<file path="src/rtl/bubsys_prom_loader_pkg.sv">
// Shared types and region map for the BubSys PROM download sequencer.
// Regions are packed little-end first: element 0 is the first region in the stream.
package bubsys_prom_loader_pkg;

   localparam int NREG_DEF = 4;
   localparam int MAX_NREG = 8;

   typedef logic [15:0] len_t;

   // Unused tail entries stay zero; only the first NREG entries are consulted.
   localparam len_t [MAX_NREG-1:0] REGION_LEN = {
      16'd0, 16'd0, 16'd0, 16'd0,
      16'd256, 16'd256, 16'd2048, 16'd8192
   };

   function automatic int idx_w(input int n);
      return (n > 1) ? $clog2(n) : 1;
   endfunction

   localparam int REG_W = idx_w(NREG_DEF);

   typedef enum logic [2:0] {
      S_IDLE,
      S_LOAD,
      S_WRITE,
      S_FULL,
      S_DONE
   } state_t;

endpackage

</file>
<file path="src/rtl/bubsys_prom_loader_if.sv">
// Download stream + PROM programming bus between host side and the loader.
// master = host/board side, slave = loader.
interface bubsys_prom_loader_if #(
   parameter int AW   = 14,
   parameter int NREG = 4
);
   logic            i_DL_START;
   logic            i_DL_VALID;
   logic [7:0]      i_DL_DATA;
   logic            o_DL_READY;
   logic            i_DL_END;
   logic [AW-1:0]   o_PROG_ADDR;
   logic [7:0]      o_PROG_DIN;
   logic [NREG-1:0] o_PROG_CS;
   logic            o_PROG_WR;
   logic            o_BUSY;
   logic            o_DONE;
   logic            o_SHORT;
   logic            o_OVERFLOW;
   logic [15:0]     o_CSUM;

   modport master (
      output i_DL_START, i_DL_VALID, i_DL_DATA, i_DL_END,
      input  o_DL_READY, o_PROG_ADDR, o_PROG_DIN, o_PROG_CS, o_PROG_WR,
             o_BUSY, o_DONE, o_SHORT, o_OVERFLOW, o_CSUM
   );

   modport slave (
      input  i_DL_START, i_DL_VALID, i_DL_DATA, i_DL_END,
      output o_DL_READY, o_PROG_ADDR, o_PROG_DIN, o_PROG_CS, o_PROG_WR,
             o_BUSY, o_DONE, o_SHORT, o_OVERFLOW, o_CSUM
   );
endinterface

</file>
<file path="src/rtl/bubsys_prom_loader_csum.sv">
// 16-bit wrap-around byte accumulator with synchronous clear.
module bubsys_prom_loader_csum (
   input  logic        i_MCLK,
   input  logic        i_RST_n,
   input  logic        i_CLR,
   input  logic        i_ADD,
   input  logic [7:0]  i_DATA,
   output logic [15:0] o_SUM
);
   logic [15:0] r_sum;

   always_ff @(posedge i_MCLK) begin
      if (!i_RST_n || i_CLR)
         r_sum <= '0;
      else if (i_ADD)
         r_sum <= r_sum + {8'd0, i_DATA};
   end

   assign o_SUM = r_sum;
endmodule

</file>
<file path="src/rtl/bubsys_prom_loader.sv">
// Splits a host byte stream into consecutive PROM regions, one write per byte.
// Define BUBSYS_PROM_LOADER_CSUM_EN to build the checksum accumulator.
module bubsys_prom_loader
   import bubsys_prom_loader_pkg::*;
#(
   parameter int                   AW           = 14,
   parameter int                   NREG         = NREG_DEF,
   parameter int                   WR_HOLD      = 1,
   parameter len_t [MAX_NREG-1:0]  P_REGION_LEN = REGION_LEN
) (
   input  logic                  i_MCLK,
   input  logic                  i_RST_n,
   bubsys_prom_loader_if.slave   bus
);
   localparam int       RW      = idx_w(NREG);
   localparam logic [3:0] HOLD_M1 = 4'(WR_HOLD - 1);

   state_t          r_state;
   logic [RW-1:0]   r_region;
   logic [AW-1:0]   r_addr;
   logic [7:0]      r_din;
   logic [NREG-1:0] r_cs;
   logic            r_wr;
   logic [3:0]      r_hold;
   logic            r_end_pend;
   logic            r_ready;
   logic            r_busy;
   logic            r_done;
   logic            r_short;
   logic            r_ovf;

   logic [AW-1:0]   w_len_m1;
   logic            w_last_addr;
   logic            w_last_reg;
   logic            w_accept;
   logic [15:0]     w_csum;

   always_comb begin
      w_len_m1 = '0;
      for (int k = 0; k < NREG; k++)
         if (r_region == RW'(k)) w_len_m1 = AW'(P_REGION_LEN[k] - 16'd1);
   end

   assign w_last_addr = (r_addr == w_len_m1);
   assign w_last_reg  = (r_region == RW'(NREG - 1));
   // r_ready is only ever high in LOAD or FULL, so this is the handshake.
   assign w_accept    = r_ready & bus.i_DL_VALID;

   always_ff @(posedge i_MCLK) begin
      if (!i_RST_n) begin
         r_state    <= S_IDLE;
         r_region   <= '0;
         r_addr     <= '0;
         r_din      <= '0;
         r_cs       <= '0;
         r_wr       <= 1'b0;
         r_hold     <= '0;
         r_end_pend <= 1'b0;
         r_ready    <= 1'b0;
         r_busy     <= 1'b0;
         r_done     <= 1'b0;
         r_short    <= 1'b0;
         r_ovf      <= 1'b0;
      end else if (bus.i_DL_START) begin
         r_state    <= S_LOAD;
         r_region   <= '0;
         r_addr     <= '0;
         r_din      <= '0;
         r_cs       <= '0;
         r_wr       <= 1'b0;
         r_hold     <= '0;
         r_end_pend <= 1'b0;
         r_ready    <= 1'b1;
         r_busy     <= 1'b1;
         r_done     <= 1'b0;
         r_short    <= 1'b0;
         r_ovf      <= 1'b0;
      end else begin
         case (r_state)
            S_LOAD: begin
               if (w_accept) begin
                  r_din      <= bus.i_DL_DATA;
                  r_wr       <= 1'b1;
                  r_cs       <= NREG'(1) << r_region;
                  r_ready    <= 1'b0;
                  r_hold     <= HOLD_M1;
                  r_end_pend <= bus.i_DL_END;
                  r_state    <= S_WRITE;
               end else if (bus.i_DL_END) begin
                  r_state <= S_DONE;
                  r_ready <= 1'b0;
                  r_busy  <= 1'b0;
                  r_done  <= 1'b1;
                  r_short <= 1'b1;
               end
            end
            S_WRITE: begin
               if (bus.i_DL_END) r_end_pend <= 1'b1;
               if (r_hold != 4'd0) begin
                  r_hold <= r_hold - 4'd1;
               end else begin
                  r_wr <= 1'b0;
                  r_cs <= '0;
                  if (w_last_addr) begin
                     r_addr <= '0;
                     if (!w_last_reg) r_region <= r_region + RW'(1);
                  end else begin
                     r_addr <= r_addr + AW'(1);
                  end
                  // END seen during the write takes effect once the byte is committed.
                  if (r_end_pend || bus.i_DL_END) begin
                     r_state    <= S_DONE;
                     r_end_pend <= 1'b0;
                     r_busy     <= 1'b0;
                     r_done     <= 1'b1;
                     r_short    <= !(w_last_addr && w_last_reg);
                  end else begin
                     r_ready <= 1'b1;
                     r_state <= (w_last_addr && w_last_reg) ? S_FULL : S_LOAD;
                  end
               end
            end
            S_FULL: begin
               if (w_accept) r_ovf <= 1'b1;
               if (bus.i_DL_END) begin
                  r_state <= S_DONE;
                  r_ready <= 1'b0;
                  r_busy  <= 1'b0;
                  r_done  <= 1'b1;
               end
            end
            default: ;
         endcase
      end
   end

`ifdef BUBSYS_PROM_LOADER_CSUM_EN
   logic w_csum_add;
   assign w_csum_add = (r_state == S_LOAD) && w_accept && !bus.i_DL_START;

   bubsys_prom_loader_csum u_csum (
      .i_MCLK  (i_MCLK),
      .i_RST_n (i_RST_n),
      .i_CLR   (bus.i_DL_START),
      .i_ADD   (w_csum_add),
      .i_DATA  (bus.i_DL_DATA),
      .o_SUM   (w_csum)
   );
`else
   assign w_csum = '0;
`endif

   assign bus.o_DL_READY  = r_ready;
   assign bus.o_PROG_ADDR = r_addr;
   assign bus.o_PROG_DIN  = r_din;
   assign bus.o_PROG_CS   = r_cs;
   assign bus.o_PROG_WR   = r_wr;
   assign bus.o_BUSY      = r_busy;
   assign bus.o_DONE      = r_done;
   assign bus.o_SHORT     = r_short;
   assign bus.o_OVERFLOW  = r_ovf;
   assign bus.o_CSUM      = w_csum;
endmodule

</file>
<file path="src/flat_wrapper.sv">
// flat-port wrapper written by rule: the top's interface ports become plain ports
module bubsys_prom_loader_flat import bubsys_prom_loader_pkg::*;
#(
   parameter int                   AW           = 14,
   parameter int                   NREG         = NREG_DEF,
   parameter int                   WR_HOLD      = 1,
   parameter len_t [MAX_NREG-1:0]  P_REGION_LEN = REGION_LEN
)
  (i_MCLK, i_RST_n, bus_i_DL_START, bus_i_DL_VALID, bus_i_DL_DATA, bus_i_DL_END, bus_o_DL_READY, bus_o_PROG_ADDR, bus_o_PROG_DIN, bus_o_PROG_CS, bus_o_PROG_WR, bus_o_BUSY, bus_o_DONE, bus_o_SHORT, bus_o_OVERFLOW, bus_o_CSUM);
  bubsys_prom_loader_if #(.AW(AW), .NREG(NREG)) bus_i ();
  input  logic i_MCLK;
  input  logic i_RST_n;
  input wire logic [$bits(bus_i.i_DL_START)-1:0] bus_i_DL_START;
  input wire logic [$bits(bus_i.i_DL_VALID)-1:0] bus_i_DL_VALID;
  input wire logic [$bits(bus_i.i_DL_DATA)-1:0] bus_i_DL_DATA;
  input wire logic [$bits(bus_i.i_DL_END)-1:0] bus_i_DL_END;
  output wire logic [$bits(bus_i.o_DL_READY)-1:0] bus_o_DL_READY;
  output wire logic [$bits(bus_i.o_PROG_ADDR)-1:0] bus_o_PROG_ADDR;
  output wire logic [$bits(bus_i.o_PROG_DIN)-1:0] bus_o_PROG_DIN;
  output wire logic [$bits(bus_i.o_PROG_CS)-1:0] bus_o_PROG_CS;
  output wire logic [$bits(bus_i.o_PROG_WR)-1:0] bus_o_PROG_WR;
  output wire logic [$bits(bus_i.o_BUSY)-1:0] bus_o_BUSY;
  output wire logic [$bits(bus_i.o_DONE)-1:0] bus_o_DONE;
  output wire logic [$bits(bus_i.o_SHORT)-1:0] bus_o_SHORT;
  output wire logic [$bits(bus_i.o_OVERFLOW)-1:0] bus_o_OVERFLOW;
  output wire logic [$bits(bus_i.o_CSUM)-1:0] bus_o_CSUM;
  assign bus_i.i_DL_START = bus_i_DL_START;
  assign bus_i.i_DL_VALID = bus_i_DL_VALID;
  assign bus_i.i_DL_DATA = bus_i_DL_DATA;
  assign bus_i.i_DL_END = bus_i_DL_END;
  assign bus_o_DL_READY = bus_i.o_DL_READY;
  assign bus_o_PROG_ADDR = bus_i.o_PROG_ADDR;
  assign bus_o_PROG_DIN = bus_i.o_PROG_DIN;
  assign bus_o_PROG_CS = bus_i.o_PROG_CS;
  assign bus_o_PROG_WR = bus_i.o_PROG_WR;
  assign bus_o_BUSY = bus_i.o_BUSY;
  assign bus_o_DONE = bus_i.o_DONE;
  assign bus_o_SHORT = bus_i.o_SHORT;
  assign bus_o_OVERFLOW = bus_i.o_OVERFLOW;
  assign bus_o_CSUM = bus_i.o_CSUM;
  bubsys_prom_loader #(.AW(AW), .NREG(NREG), .WR_HOLD(WR_HOLD), .P_REGION_LEN(P_REGION_LEN)) u_core (.i_MCLK(i_MCLK), .i_RST_n(i_RST_n), .bus(bus_i));
endmodule
</file>
<file path="config.mk">
export PLATFORM = sky130hd
export DESIGN_NAME = bubsys_prom_loader_flat
export DESIGN_NICKNAME = d
export VERILOG_FILES = /design/src/rtl/bubsys_prom_loader_pkg.sv /design/src/rtl/bubsys_prom_loader_if.sv /design/src/rtl/bubsys_prom_loader_csum.sv /design/src/rtl/bubsys_prom_loader.sv /design/src/flat_wrapper.sv
export SDC_FILE = /design/constraint.sdc
export NUM_CORES = 1
export LEC_CHECK = 0
export ABC_AREA = 1
export CELL_PAD_IN_SITES_DETAIL_PLACEMENT = 1
export CELL_PAD_IN_SITES_GLOBAL_PLACEMENT = 2
export CORE_MARGIN = 4
export CORE_UTILIZATION = 30
export DETAILED_ROUTE_END_ITERATION = 8
export DONT_BUFFER_PORTS = 1
export GPL_ROUTABILITY_DRIVEN = 0
export HOLD_SLACK_MARGIN = 0.03
export PLACE_DENSITY_LB_ADDON = 0.1
export SLEW_MARGIN = 10
export SYNTH_ARGS = -nofsm -noshare
export SYNTH_HDL_FRONTEND = slang
export SYNTH_SLANG_ARGS = --single-unit
</file>
<file path="constraint.sdc">
create_clock -name i_MCLK -period 1.5 [get_ports i_MCLK]
set_clock_uncertainty 0.05 [all_clocks]
set_input_delay 0.225 -clock i_MCLK [delete_from_list [all_inputs] [get_ports i_MCLK]]
set_output_delay 0.225 -clock i_MCLK [all_outputs]
set_load 0.01 [all_outputs]
</file>
==> results of run 1 <==
==> metal layers <==
metal	vias up	GRT usage, %
met5	-	0
met4	0	4.573
met3	11	4.247
met2	65	26.62
met1	1073	18.68
li1	1130	-
==> through the flow <==
step / setup WS, ns / utilization, % / instances
finish: -0.1186 / 45.98 / 485
global placement: -0.2680 / 38.79 / 464
floorplan: 0.01054 / - / 332
detailed placement: -0.2478 / 38.79 / 464
CTS: -0.08574 / 43.73 / 482
global route: -0.2121 / 45.98 / 485
==> cell type report <==
cell class / count / share of cell area (%)
timing repair buffer: 70 / 17.67
tap: 96 / 3.762
inverter: 35 / 4.350
multi-input combinational: 234 / 44.47
clock inverter: 2 / 0.3918
sequential: 42 / 26.76
clock buffer: 6 / 2.586
==> critical path: cells and delay by family, from the launching register on <==
kind	cells	cell delay [ns]
and+or+nand+nor	7	0.69
adders and majority gates	1	0.16
AOI/OAI and AO/OA	1	0.15
DFF	1	0.41
buffers and inverters	1	0.06
==> report_power, final <==
part / switching, uW / internal (uW) / leakage (uW)
Sequential: 18.7 / 1130 / 0.000343
Combinational: 153 / 103 / 0.000958
Clock: 416 / 371 / 0.0000472
Total: 588 / 1600 / 0.00135
==> state kept, by name, summed over array words and instances (netlist names), 2 cells and up <==
name and flops:
u_core.bus.o_PROG_DIN 8, u_core.bus.o_PROG_ADDR 14, u_core.bus.o_PROG_CS 4, u_core.r_state 3, u_core.r_hold 4, u_core.r_region 2
==> timing repair <==
item                                   4_1_cts  5_1_grt
hold buffers                                 1        0
endpoints found under the hold margin        1        0
setup buffers                                9        3
pin swaps                                   20       20
gates resized for setup                     51       35
setup endpoints to repair                   37       36
==> cells in the mapped netlist, types with 3 or more instances <==
master | number | area, um2
sky130_fd_sc_hd__buf_4 | 17 | 127.6
sky130_fd_sc_hd__nand2_2 | 3 | 18.77
sky130_fd_sc_hd__xor2_1 | 3 | 26.28
sky130_fd_sc_hd__nand3_1 | 12 | 60.06
sky130_fd_sc_hd__nor2_1 | 55 | 206.5
sky130_fd_sc_hd__o21ai_0 | 17 | 85.08
sky130_fd_sc_hd__inv_1 | 35 | 131.4
sky130_fd_sc_hd__dfxtp_1 | 42 | 840.8
sky130_fd_sc_hd__nand2_1 | 63 | 236.5
sky130_fd_sc_hd__a21oi_1 | 30 | 150.1
sky130_fd_sc_hd__clkbuf_1 | 3 | 11.26
sky130_fd_sc_hd__ha_1 | 7 | 87.58
sky130_fd_sc_hd__nor3_1 | 9 | 45.04
sky130_fd_sc_hd__nand4_1 | 5 | 31.28
==> kinds of logic after synthesis <==
kind of cell             count (synthesis)
AO/OA/AOI/OAI                           52
adder cells (fa/ha/maj)                  7
flip-flops                              42
other                                    1
AND/OR/NAND/NOR                        156
buffers and inverters                   56
XOR/XNOR                                 3
==> final timing paths <==
path / endpoint / slack [ns] / cells after the start
worst max-delay path: u_core.r_region[0] / -0.12 / 10
worst min-delay path: u_core.bus.o_PROG_DIN[0] / 0.04 / 2
worst max register to register: u_core.r_region[0] / -0.12 / 10
worst min register to register: u_core.bus.o_PROG_ADDR[8] / 0.46 / 1
==> placed cells by master, fill, tap and decap left out, types with 2 or more instances in the layout <==
cell type / count
sky130_fd_sc_hd__a21oi_1: 27
sky130_fd_sc_hd__inv_2: 7
sky130_fd_sc_hd__buf_6: 3
sky130_fd_sc_hd__inv_1: 25
sky130_fd_sc_hd__nor3_1: 6
sky130_fd_sc_hd__o21ai_2: 4
sky130_fd_sc_hd__o21ai_0: 11
sky130_fd_sc_hd__nand2_2: 8
sky130_fd_sc_hd__buf_12: 2
sky130_fd_sc_hd__nor2_1: 45
sky130_fd_sc_hd__nand4_1: 5
sky130_fd_sc_hd__dfxtp_2: 5
sky130_fd_sc_hd__inv_4: 3
sky130_fd_sc_hd__nand3_1: 8
sky130_fd_sc_hd__dfxtp_1: 35
sky130_fd_sc_hd__ha_4: 5
sky130_fd_sc_hd__dfxtp_4: 2
sky130_fd_sc_hd__nor3_2: 3
sky130_fd_sc_hd__xor2_1: 3
sky130_fd_sc_hd__ha_1: 2
sky130_fd_sc_hd__conb_1: 16
sky130_fd_sc_hd__o21ai_1: 2
sky130_fd_sc_hd__buf_4: 64
sky130_fd_sc_hd__nand2_1: 54
sky130_fd_sc_hd__clkbuf_8: 6
sky130_fd_sc_hd__nor2_2: 5
sky130_fd_sc_hd__a21oi_2: 2
sky130_fd_sc_hd__nor2_4: 9
sky130_fd_sc_hd__nand3_2: 4
sky130_fd_sc_hd__nand2_4: 5
==> tab_implementation.tex, run 1 <==
\begin{tabular}{lr}
\hline
Metric & Value \\
\hline
\multicolumn{2}{l}{\textbf{Die}} \\
\quad Number of top-level pins & 61 \\
\quad Effective utilization at floorplan & between 30\% and 40\% \\
\quad Placeable core region & 6944 um2 \\
\quad Std-Cell Rows & 30 \\
\quad Height of the chip & 93.68 um \\
\quad Die ar. & roughly 9000 um2 \\
\quad Die width & 93.68 um \\
\multicolumn{2}{l}{\textbf{Run status}} \\
\quad Failing checks & setup timing \\
\quad Status & finished with violations \\
\multicolumn{2}{l}{\textbf{Route}} \\
\quad Number of DRC markers in iteration 0 & 88 \\
\quad Drt pass-1 iters & 4 \\
\quad Via-to-Cell Ratio & roughly 4.7 \\
\quad Number of DRC violations after detailed routing & 0 \\
\quad Routed wl met3 & 475 um \\
\quad Top layer reached by signal wires & met4 \\
\quad Count of nets left with antenna violations after detail routing & 0 \\
\quad Detailed route wirelength on metal2 & 3545 um \\
\quad Vias post-DR & 2279 \\
\quad Routed length on met1 & 2877 um \\
\quad Final routed wire length divided by cell count & approximately 14 um \\
\quad Routed wire length & 7020 um \\
\multicolumn{2}{l}{\textbf{STA}} \\
\quad Count of final setup violators & 12 \\
\quad Unrepaired setup endpoints after global routing & true \\
\quad Total negative slack for setup checks & -0.9065 ns \\
\quad Maximum frequency from static timing analysis & 617.8 MHz \\
\quad Final critical path time including I/O delays and setup & 1.619 ns \\
\quad Count of final hold-check violations & 0 \\
\quad Final period utilization & 107.9\% \\
\quad Final-layout worst hold slack & roughly 0.041 ns \\
\quad Final number of max-transition violations & 0 \\
\quad Worst setup slack after layout & -0.1186 ns \\
\multicolumn{2}{l}{\textbf{Pwr}} \\
\quad PwrDens & 685.6 nW/um2 \\
\quad Leak Pwr & 0.001349 uW \\
\quad Power Total & 2189 uW \\
\quad Worst voltage drop across the vdd grid & 0.4324 mV \\
\multicolumn{2}{l}{\textbf{Global routing}} \\
\quad Antenna violations before repair & 0 \\
\quad Overall track demand over capacity in global routing & approximately 15\% \\
\quad Via count of the first global-routing pass & around 2.2k \\
\quad Maximum number of pins on one net before global-route repair & 16 \\
\quad Remaining Overflow, GRT & 0 \\
\quad Global-route wire length before repair & 10850 um \\
\multicolumn{2}{l}{\textbf{Logic synthesis}} \\
\quad Simple-gate share of the synthesized area & 31.48\% \\
\quad Syn Std Cell Area & roughly 2200 um2 \\
\quad Share of the synthesized netlist area taken by xor and xnor gates & 1.193\% \\
\quad Sequential cell area fraction in the yosys report & 38.18\% \\
\quad Synth async-reset ratio & 0\% \\
\quad Flop and latch count out of synthesis & 42 \\
\quad Share of synthesized cell area in full adder, half adder and majority cells & 3.977\% \\
\quad Mean instance size in the synthesized netlist & 6.947 um2 \\
\quad Count of yosys warnings during synthesis & 0 \\
\quad Number of enable flip-flop cells after synthesis & 0 \\
\quad Leading register cell type out of synthesis & sky130\_fd\_sc\_hd\_\_dfxtp\_1 \\
\quad Multiplexer share of the synthesized area & 0\% \\
\quad Combinational family with the most area after synthesis & simple AND/OR/NAND/NOR gates \\
\quad Synthesized instance count & 317 \\
\quad Number of unique standard cell types used by synthesis & 28 \\
\quad Fraction of the mapped netlist area in compound gates & 12.50\% \\
\multicolumn{2}{l}{\textbf{CTS}} \\
\quad Clock transition at path regs & 0.09 ns \\
\quad Number of buffers on the longest clock path & 2 \\
\quad Root Driver & sky130\_fd\_sc\_hd\_\_clkbuf\_8 \\
\quad Clock tree from TritonCTS & done \\
\quad Latest clock arrival within the worst-skew pair & 0.29 ns \\
\quad H-tree Lvls & 2 \\
\quad Num CTS Buffers & 5 \\
\quad TritonCTS sink count & 42 \\
\multicolumn{2}{l}{\textbf{Critical path}} \\
\quad Classification of the worst setup path & register to register \\
\quad Cell-by-cell trace of the critical path & inv\_4 > ha\_4 > nor2\_4 > nand2\_2 > a21oi\_1 > nand3\_2 > nor2\_1 > nand2\_1 > nor2\_1 > nor2\_1 \\
\quad Worst EP required & 1.64 ns \\
\quad Critical path endpoint category & register \\
\quad Critical Path Source Type & register \\
\quad Worst r2r src & u\_core.r\_region[0] \\
\quad WP data arrival & about 1.8 ns \\
\quad Crit path launch & u\_core.r\_region[0] \\
\quad Worst-path maximum fanout & 3 \\
\quad Delay of the slowest critical-path stage & 0.41 ns \\
\quad Worst path slowest cell & sky130\_fd\_sc\_hd\_\_dfxtp\_4 \\
\quad Critical path's most frequent cell & sky130\_fd\_sc\_hd\_\_nor2\_1 \\
\multicolumn{2}{l}{\textbf{Placement}} \\
\quad IO buf count & 0 \\
\quad Estimated wirelength of the detail-placed design & 5163 um \\
\quad Dpl cell area & 2694 um2 \\
\multicolumn{2}{l}{\textbf{Worst hold path}} \\
\quad Worst min-delay path category & input port to register \\
\quad Worst Hold Launch & bus\_i\_DL\_DATA[0] \\
\multicolumn{2}{l}{\textbf{Cells and area}} \\
\quad Total of fill cells in the finished design & 894 \\
\quad Area grow syn2layout & 45.00\% \\
\quad Post-route standard cell area excluding fillers & approximately 3200 um2 \\
\quad Share of post-route cells with drive strength above 1 & 38.05\% \\
\quad Sequential cell area & 854.6 um2 \\
\quad Diodes inserted & 0 \\
\quad Area occupied by multi-input gates & 1420 um2 \\
\quad Final net count & 408 \\
\multicolumn{2}{l}{\textbf{Job}} \\
\quad Number of max-cap violations & 0 \\
\hline
\end{tabular}
No activity file was read; power rests on OpenSTA's default activity.
==> run 2, diff against run 1 <==
Settings changed: PLACE_DENSITY from default to 0.85, PLACE_DENSITY_LB_ADDON 0.1 to default, SETUP_SLACK_MARGIN from default to 0.05.
==> run 2 against run 1 <==
The flow still finishes with violations (setup timing). Register-to-register slack worse by 0.09 ns. Critical path depth is the same. Die area stayed put. Critical path type unchanged. Largest power group unchanged.
==> tab_implementation.tex, run 2 (synthesis results as in run 1) <==
\begin{tabular}{lr}
\hline
Metric & Value \\
\hline
\multicolumn{2}{l}{\textbf{Run status}} \\
\quad Status & finished with violations \\
\quad Failing checks & setup timing \\
\multicolumn{2}{l}{\textbf{Critical path}} \\
\quad Critical path's most frequent cell & sky130\_fd\_sc\_hd\_\_nor2\_4 \\
\quad Worst r2r src & u\_core.r\_region[0] \\
\quad Cell family with the largest share of critical-path delay & simple AND/OR/NAND/NOR gates \\
\quad Bufs and invs on worst path & 1 \\
\quad WP data arrival & between 1.5 and 2 ns \\
\quad Delay of the slowest critical-path stage & 0.40 ns \\
\quad Cell-by-cell trace of the critical path & inv\_6 > ha\_4 > nor2\_4 > nand2\_2 > a21oi\_2 > nand3\_2 > nor2\_2 > nand2\_2 > nor2\_4 > nor2\_4 \\
\quad Worst-path maximum fanout & 3 \\
\quad Critical path endpoint category & register \\
\quad Crit path launch & u\_core.r\_region[0] \\
\quad Worst EP required & 1.65 ns \\
\quad Critical Path Source Type & register \\
\quad Classification of the worst setup path & register to register \\
\quad Worst path slowest cell & sky130\_fd\_sc\_hd\_\_dfxtp\_4 \\
\multicolumn{2}{l}{\textbf{Cells and area}} \\
\quad Post-route standard cell area excluding fillers & approximately 3300 um2 \\
\quad Max FFs per register & 14 \\
\quad Commonest non-fill, non-tap cell in the layout & sky130\_fd\_sc\_hd\_\_buf\_4 \\
\quad Area grow syn2layout & 48.58\% \\
\quad Diodes inserted & 0 \\
\quad Final net count & 409 \\
\quad Commonest cells after routing, fill and taps aside & 59 x sky130\_fd\_sc\_hd\_\_buf\_4, 48 x sky130\_fd\_sc\_hd\_\_nand2\_1, 41 x sky130\_fd\_sc\_hd\_\_nor2\_1 \\
\quad Share of post-route cells with drive strength above 1 & 41.79\% \\
\quad Final cell count without fillers & 486 \\
\multicolumn{2}{l}{\textbf{Die}} \\
\quad Std-Cell Rows & 30 \\
\quad Height of the chip & 93.68 um \\
\quad Die ar. & 8775 um2 \\
\quad Placeable core region & 6944 um2 \\
\quad Die width & 93.68 um \\
\quad Effective utilization at floorplan & 31.71\% \\
\quad Number of top-level pins & 61 \\
\multicolumn{2}{l}{\textbf{STA}} \\
\quad Count of final setup violators & 15 \\
\quad Final critical path time including I/O delays and setup & 1.713 ns \\
\quad Maximum frequency from static timing analysis & 583.9 MHz \\
\quad Final-layout worst hold slack & 0.02580 ns \\
\quad Worst setup slack after layout & -0.2127 ns \\
\quad Final number of max-transition violations & 0 \\
\quad Unrepaired setup endpoints after global routing & true \\
\quad Count of final hold-check violations & 0 \\
\quad Final period utilization & 114.2\% \\
\multicolumn{2}{l}{\textbf{CTS}} \\
\quad TritonCTS sink count & between 40 and 50 \\
\quad H-tree Lvls & 2 \\
\quad Num CTS Buffers & 5 \\
\quad Clock tree from TritonCTS & done \\
\quad Root Driver & sky130\_fd\_sc\_hd\_\_clkbuf\_8 \\
\quad Latest clock arrival within the worst-skew pair & 0.31 ns \\
\quad Clock transition at path regs & around 0.090 ns \\
\quad Number of buffers on the longest clock path & 2 \\
\multicolumn{2}{l}{\textbf{Route}} \\
\quad Number of DRC violations after detailed routing & 0 \\
\quad Number of DRC markers in iteration 0 & 83 \\
\quad Via-to-Cell Ratio & approximately 4.7 \\
\quad Vias post-DR & 2282 \\
\quad Routed wire length & 7299 um \\
\quad Count of nets left with antenna violations after detail routing & 0 \\
\quad Drt pass-1 iters & 4 \\
\quad Final routed wire length divided by cell count & 15.02 um \\
\multicolumn{2}{l}{\textbf{Global routing}} \\
\quad Via count of the first global-routing pass & about 2.3k \\
\quad Maximum number of pins on one net before global-route repair & 19 \\
\quad Antenna violations before repair & 0 \\
\quad Remaining Overflow, GRT & 0 \\
\quad Global-route wire length before repair & 10830 um \\
\quad Overall track demand over capacity in global routing & 15.55\% \\
\multicolumn{2}{l}{\textbf{Pwr}} \\
\quad Leak Pwr & about 0.0014 uW \\
\quad Power Total & 2342 uW \\
\quad PwrDens & 715.9 nW/um2 \\
\quad Worst voltage drop across the vdd grid & 0.5192 mV \\
\multicolumn{2}{l}{\textbf{Worst hold path}} \\
\quad Worst min-delay path category & input port to register \\
\quad Worst Hold Launch & bus\_i\_DL\_START \\
\multicolumn{2}{l}{\textbf{Placement}} \\
\quad Placed Cells incl. Taps & 456 \\
\quad IO buf count & 0 \\
\quad Estimated wirelength of the detail-placed design & between 5000 and 6000 um \\
\quad Dpl cell area & 2660 um2 \\
\multicolumn{2}{l}{\textbf{Job}} \\
\quad Number of max-cap violations & 0 \\
\hline
\end{tabular}
-- run 2: worst paths after layout --
check,slack [ns],end,depth (start not counted)
hold reg to reg,0.48,u_core.r_state[2],2
setup reg to reg,-0.21,u_core.r_region[0],10
setup / recovery,-0.21,u_core.r_region[0],10
hold / removal,0.03,u_core.bus.o_DL_READY,2
-- run 2: what timing repair did --
action / CTS / global route
hold buffers: 1 / 0
endpoints found under the hold margin: 1 / 0
setup buffers: 10 / 12
setup endpoints to repair: 33 / 39
gates resized for setup: 37 / 64
pin swaps: 20 / 37
-- run 2: per-stage QoR --
step | utilization [%] | TNS, ns | setup slack [ns]
floorplan | - | 0 | 0.05146
global placement | 38.31 | -0.8924 | -0.1337
detailed placement | 38.31 | -1.747 | -0.1687
CTS | 42.76 | -1.160 | -0.1217
global route | 47.12 | -3.295 | -0.3002
finish | 47.12 | -1.326 | -0.2127
-- run 2: routing by layer --
| metal | vias up | track usage (%) | part of all wire [%] |
|---|---|---|---|
| li1 | 1134 | - | - |
| met1 | 1105 | 18.17 | 41 |
| met2 | 33 | 27.52 | 54 |
| met3 | 10 | 4.407 | 4.0 |
| met4 | 0 | 4.573 | 1.3 |
| met5 | - | 0 | 0 |
-- run 2: power breakdown --
group | switching, uW | internal [uW] | total (uW)
Combinational | 162 | 109 | 271
Clock | 429 | 497 | 927
Sequential | 18.2 | 1130 | 1140
Total | 610 | 1730 | 2340
-- run 2: layout make-up --
cell class / instances / area, um2
Fill cell: 846 / 3672
Tap cell: 96 / 120.1
Clock inverter: 2 / 37.54
Multi-Input combinational cell: 234 / 1448
Inverter: 35 / 143.9
Clock buffer: 6 / 72.57
Sequential cell: 42 / 855.8
Timing Repair Buffer: 71 / 594.3
==> run 3, diff against run 2 <==
Settings changed: CORE_UTILIZATION 30 to 32, CTS_BUF_LIST from default to sky130_fd_sc_hd__clkbuf_2 sky130_fd_sc_hd__clkbuf_4 sky130_fd_sc_hd__clkbuf_8, PLACE_DENSITY 0.85 to 0.89.
==> run 3 against run 2 <==
The run still ends with setup timing left. Sequential cell count is the same. Final cell count shrank 4.5%. Clock-buffer cell count shrank 1. Via count fell by 2.1%. First-iteration DRC count up 4.8%. Sequential power about the same. Setup slack better by 0.077 ns. Combinational power about the same. Critical path type unchanged. Largest power group unchanged.
==> tab_implementation.tex, run 3 (synthesis results as in run 1) <==
\begin{tabular}{lr}
\hline
Metric & Value \\
\hline
\multicolumn{2}{l}{\textbf{STA}} \\
\quad Final critical path time including I/O delays and setup & 1.636 ns \\
\quad Maximum frequency from static timing analysis & 611.4 MHz \\
\quad Count of final hold-check violations & 0 \\
\quad Final number of max-transition violations & 0 \\
\quad Final period utilization & 109.0\% \\
\quad Unrepaired setup endpoints after global routing & true \\
\quad Count of final setup violators & 20 \\
\quad Worst setup slack after layout & -0.1357 ns \\
\multicolumn{2}{l}{\textbf{Critical path}} \\
\quad Worst R2R Setup Slack & -0.14 ns \\
\quad Path depth of the worst reg2reg path & 12 \\
\quad Reg-to-reg endpoint & u\_core.bus.o\_PROG\_ADDR[11] \\
\quad Worst r2r src & u\_core.r\_region[0] \\
\quad Cell-by-cell trace of the critical path & inv\_6 > ha\_4 > nor2\_4 > nand2\_2 > nand2\_2 > nand2\_2 > nor2\_4 > nand3\_2 > nand2\_4 > inv\_2 > nand2\_1 > nor2\_1 \\
\quad WP data arrival & 1.78 ns \\
\quad Critical path's most frequent cell & sky130\_fd\_sc\_hd\_\_nand2\_2 \\
\quad Number of cells on the critical path & 12 \\
\quad Cell family with the largest share of critical-path delay & simple AND/OR/NAND/NOR gates \\
\quad Delay of the slowest critical-path stage & 0.42 ns \\
\quad Bufs and invs on worst path & 2 \\
\quad Worst path slowest cell & sky130\_fd\_sc\_hd\_\_dfxtp\_4 \\
\quad Classification of the worst setup path & register to register \\
\quad Critical path endpoint category & register \\
\quad Worst-path maximum fanout & 6 \\
\quad Worst EP required & around 1.7 ns \\
\quad Critical Path Source Type & register \\
\multicolumn{2}{l}{\textbf{CTS}} \\
\quad Latest clock arrival within the worst-skew pair & 0.30 ns \\
\quad Clock transition at path regs & about 0.090 ns \\
\quad TritonCTS sink count & 42 \\
\quad Num CTS Buffers & 5 \\
\quad Clock tree from TritonCTS & done \\
\quad Root Driver & sky130\_fd\_sc\_hd\_\_clkbuf\_8 \\
\quad H-tree Lvls & 2 \\
\quad Number of buffers on the longest clock path & 2 \\
\multicolumn{2}{l}{\textbf{Die}} \\
\quad Die width & just over 90 um \\
\quad Std-Cell Rows & 29 \\
\quad Placeable core region & 6531 um2 \\
\quad Die ar. & just over 8000 um2 \\
\quad Height of the chip & 90.96 um \\
\quad Effective utilization at floorplan & 33.72\% \\
\quad Number of top-level pins & 61 \\
\multicolumn{2}{l}{\textbf{Route}} \\
\quad Vias post-DR & roughly 2.2k \\
\quad Drt pass-1 iters & 4 \\
\quad Final routed wire length divided by cell count & 15.70 um \\
\quad Count of nets left with antenna violations after detail routing & 0 \\
\quad Via-to-Cell Ratio & 4.815 \\
\quad Routed wire length & 7284 um \\
\quad Number of DRC markers in iteration 0 & 87 \\
\quad Number of DRC violations after detailed routing & 0 \\
\multicolumn{2}{l}{\textbf{Placement}} \\
\quad Estimated wirelength of the detail-placed design & a little over 5000 um \\
\quad Dpl cell area & 2616 um2 \\
\quad IO buf count & 0 \\
\quad Placed Cells incl. Taps & about 440 \\
\multicolumn{2}{l}{\textbf{Cells and area}} \\
\quad Final net count & 406 \\
\quad Total of fill cells in the finished design & 821 \\
\quad Diodes inserted & 0 \\
\quad Area grow syn2layout & 44.72\% \\
\quad Max FFs per register & 14 \\
\quad Commonest non-fill, non-tap cell in the layout & sky130\_fd\_sc\_hd\_\_buf\_4 \\
\quad Post-route standard cell area excluding fillers & 3187 um2 \\
\quad Final cell count without fillers & 464 \\
\quad Share of post-route cells with drive strength above 1 & around two fifths \\
\quad Final Core Density & 48.79\% \\
\quad Commonest cells after routing, fill and taps aside & 57 x sky130\_fd\_sc\_hd\_\_buf\_4, 48 x sky130\_fd\_sc\_hd\_\_nand2\_1, 41 x sky130\_fd\_sc\_hd\_\_nor2\_1 \\
\multicolumn{2}{l}{\textbf{Global routing}} \\
\quad Maximum number of pins on one net before global-route repair & 19 \\
\quad Via count of the first global-routing pass & 2272 \\
\quad Remaining Overflow, GRT & 0 \\
\quad Most Crowded Layer GR & met2 \\
\quad Antenna violations before repair & 0 \\
\quad Overall track demand over capacity in global routing & 16.31\% \\
\quad Met2 Use GR & 29.00\% \\
\quad Met3 usage & 4.050\% \\
\quad GR Layer Usage met1 & 19.22\% \\
\quad Global-route wire length before repair & 11030 um \\
\multicolumn{2}{l}{\textbf{Pwr}} \\
\quad Worst voltage drop across the vdd grid & 0.5079 mV \\
\quad PwrDens & 682.3 nW/um2 \\
\quad Leak Pwr & 0.001324 uW \\
\multicolumn{2}{l}{\textbf{Worst hold path}} \\
\quad Worst Hold Launch & bus\_i\_DL\_DATA[0] \\
\quad Number of stages on the worst hold path & 2 \\
\quad Worst Hold Endpoint & u\_core.bus.o\_PROG\_DIN[0] \\
\quad Worst min-delay path category & input port to register \\
\multicolumn{2}{l}{\textbf{Run status}} \\
\quad Failing checks & setup timing \\
\quad Status & finished with violations \\
\multicolumn{2}{l}{\textbf{Job}} \\
\quad Number of max-cap violations & 0 \\
\hline
\end{tabular}
[run 3: cell types whose count changed in the layout (fill, tap and decap cells not counted), sizes merged]
cell	previous run	this run
buf	70	62
dlygate4sd3	1	6
clkinv	0	2
bufinv	1	0
clkbuf	6	5
[run 3: where the power goes]
part	internal (uW)	switching [uW]	total, uW	leakage [uW]
Combinational	109	160	269	0.000937
Clock	328	434	762	0.0000441
Sequential	1130	16.9	1140	0.000343
[run 3: worst max path at each step]
stage                                  start                    endpoint  slack [ns]
final                     u_core.r_region[0]  u_core.bus.o_PROG_ADDR[11]       -0.14
after global routing      u_core.r_region[0]           u_core.r_state[1]       -0.26
after CTS                 u_core.r_region[0]  u_core.bus.o_PROG_ADDR[11]       -0.11
after detailed placement  u_core.r_region[0]  u_core.bus.o_PROG_ADDR[11]       -0.15
after global placement    u_core.r_region[0]  u_core.bus.o_PROG_ADDR[13]       -0.08
after floorplan             u_core.r_hold[0]  u_core.bus.o_PROG_ADDR[11]        0.05
[run 3: area by class of cell]
cell class	count	area, um2	area share, %
clock buffer	5	68.82	2.159
clock inverter	3	21.27	0.6675
inverter	35	143.9	4.515
multi-input combinational	234	1451	45.54
sequential	42	852.1	26.74
tap	77	96.34	3.023
timing repair buffer	68	553.0	17.35
[run 3: layer usage]
| metal | part of all wire (%) | wire (um) |
|---|---|---|
| met4 | 1.6 | 119 |
| met1 | 41 | 2957 |
| met3 | 3.9 | 285 |
| met2 | 54 | 3923 |
| met5 | 0 | 0 |
[run 3: repair_timing]
action / 4_1_cts / 5_1_grt
buffers inserted: 8 / 6
gates resized for setup: 39 / 56
cloned: 0 / 0
setup endpoints to repair: 36 / 40
hold buffers: 2 / 4
pin swaps: 16 / 22
hold endpoints to repair: 2 / 4
[run 3: metrics by stage]
step / hold WS [ns] / setup TNS (ns) / setup slack (ns) / power [uW]
final: 0.02959 / -1.442 / -0.1357 / 2174
after global routing: 0.02964 / -3.959 / -0.2596 / 2282
after CTS: 0.03300 / -0.7374 / -0.1080 / 2136
after detailed placement: 0.3027 / -2.353 / -0.1540 / 1362
after global placement: 0.2992 / -0.4369 / -0.07899 / 1358
after floorplan: 0.2924 / 0 / 0.05146 / 1326
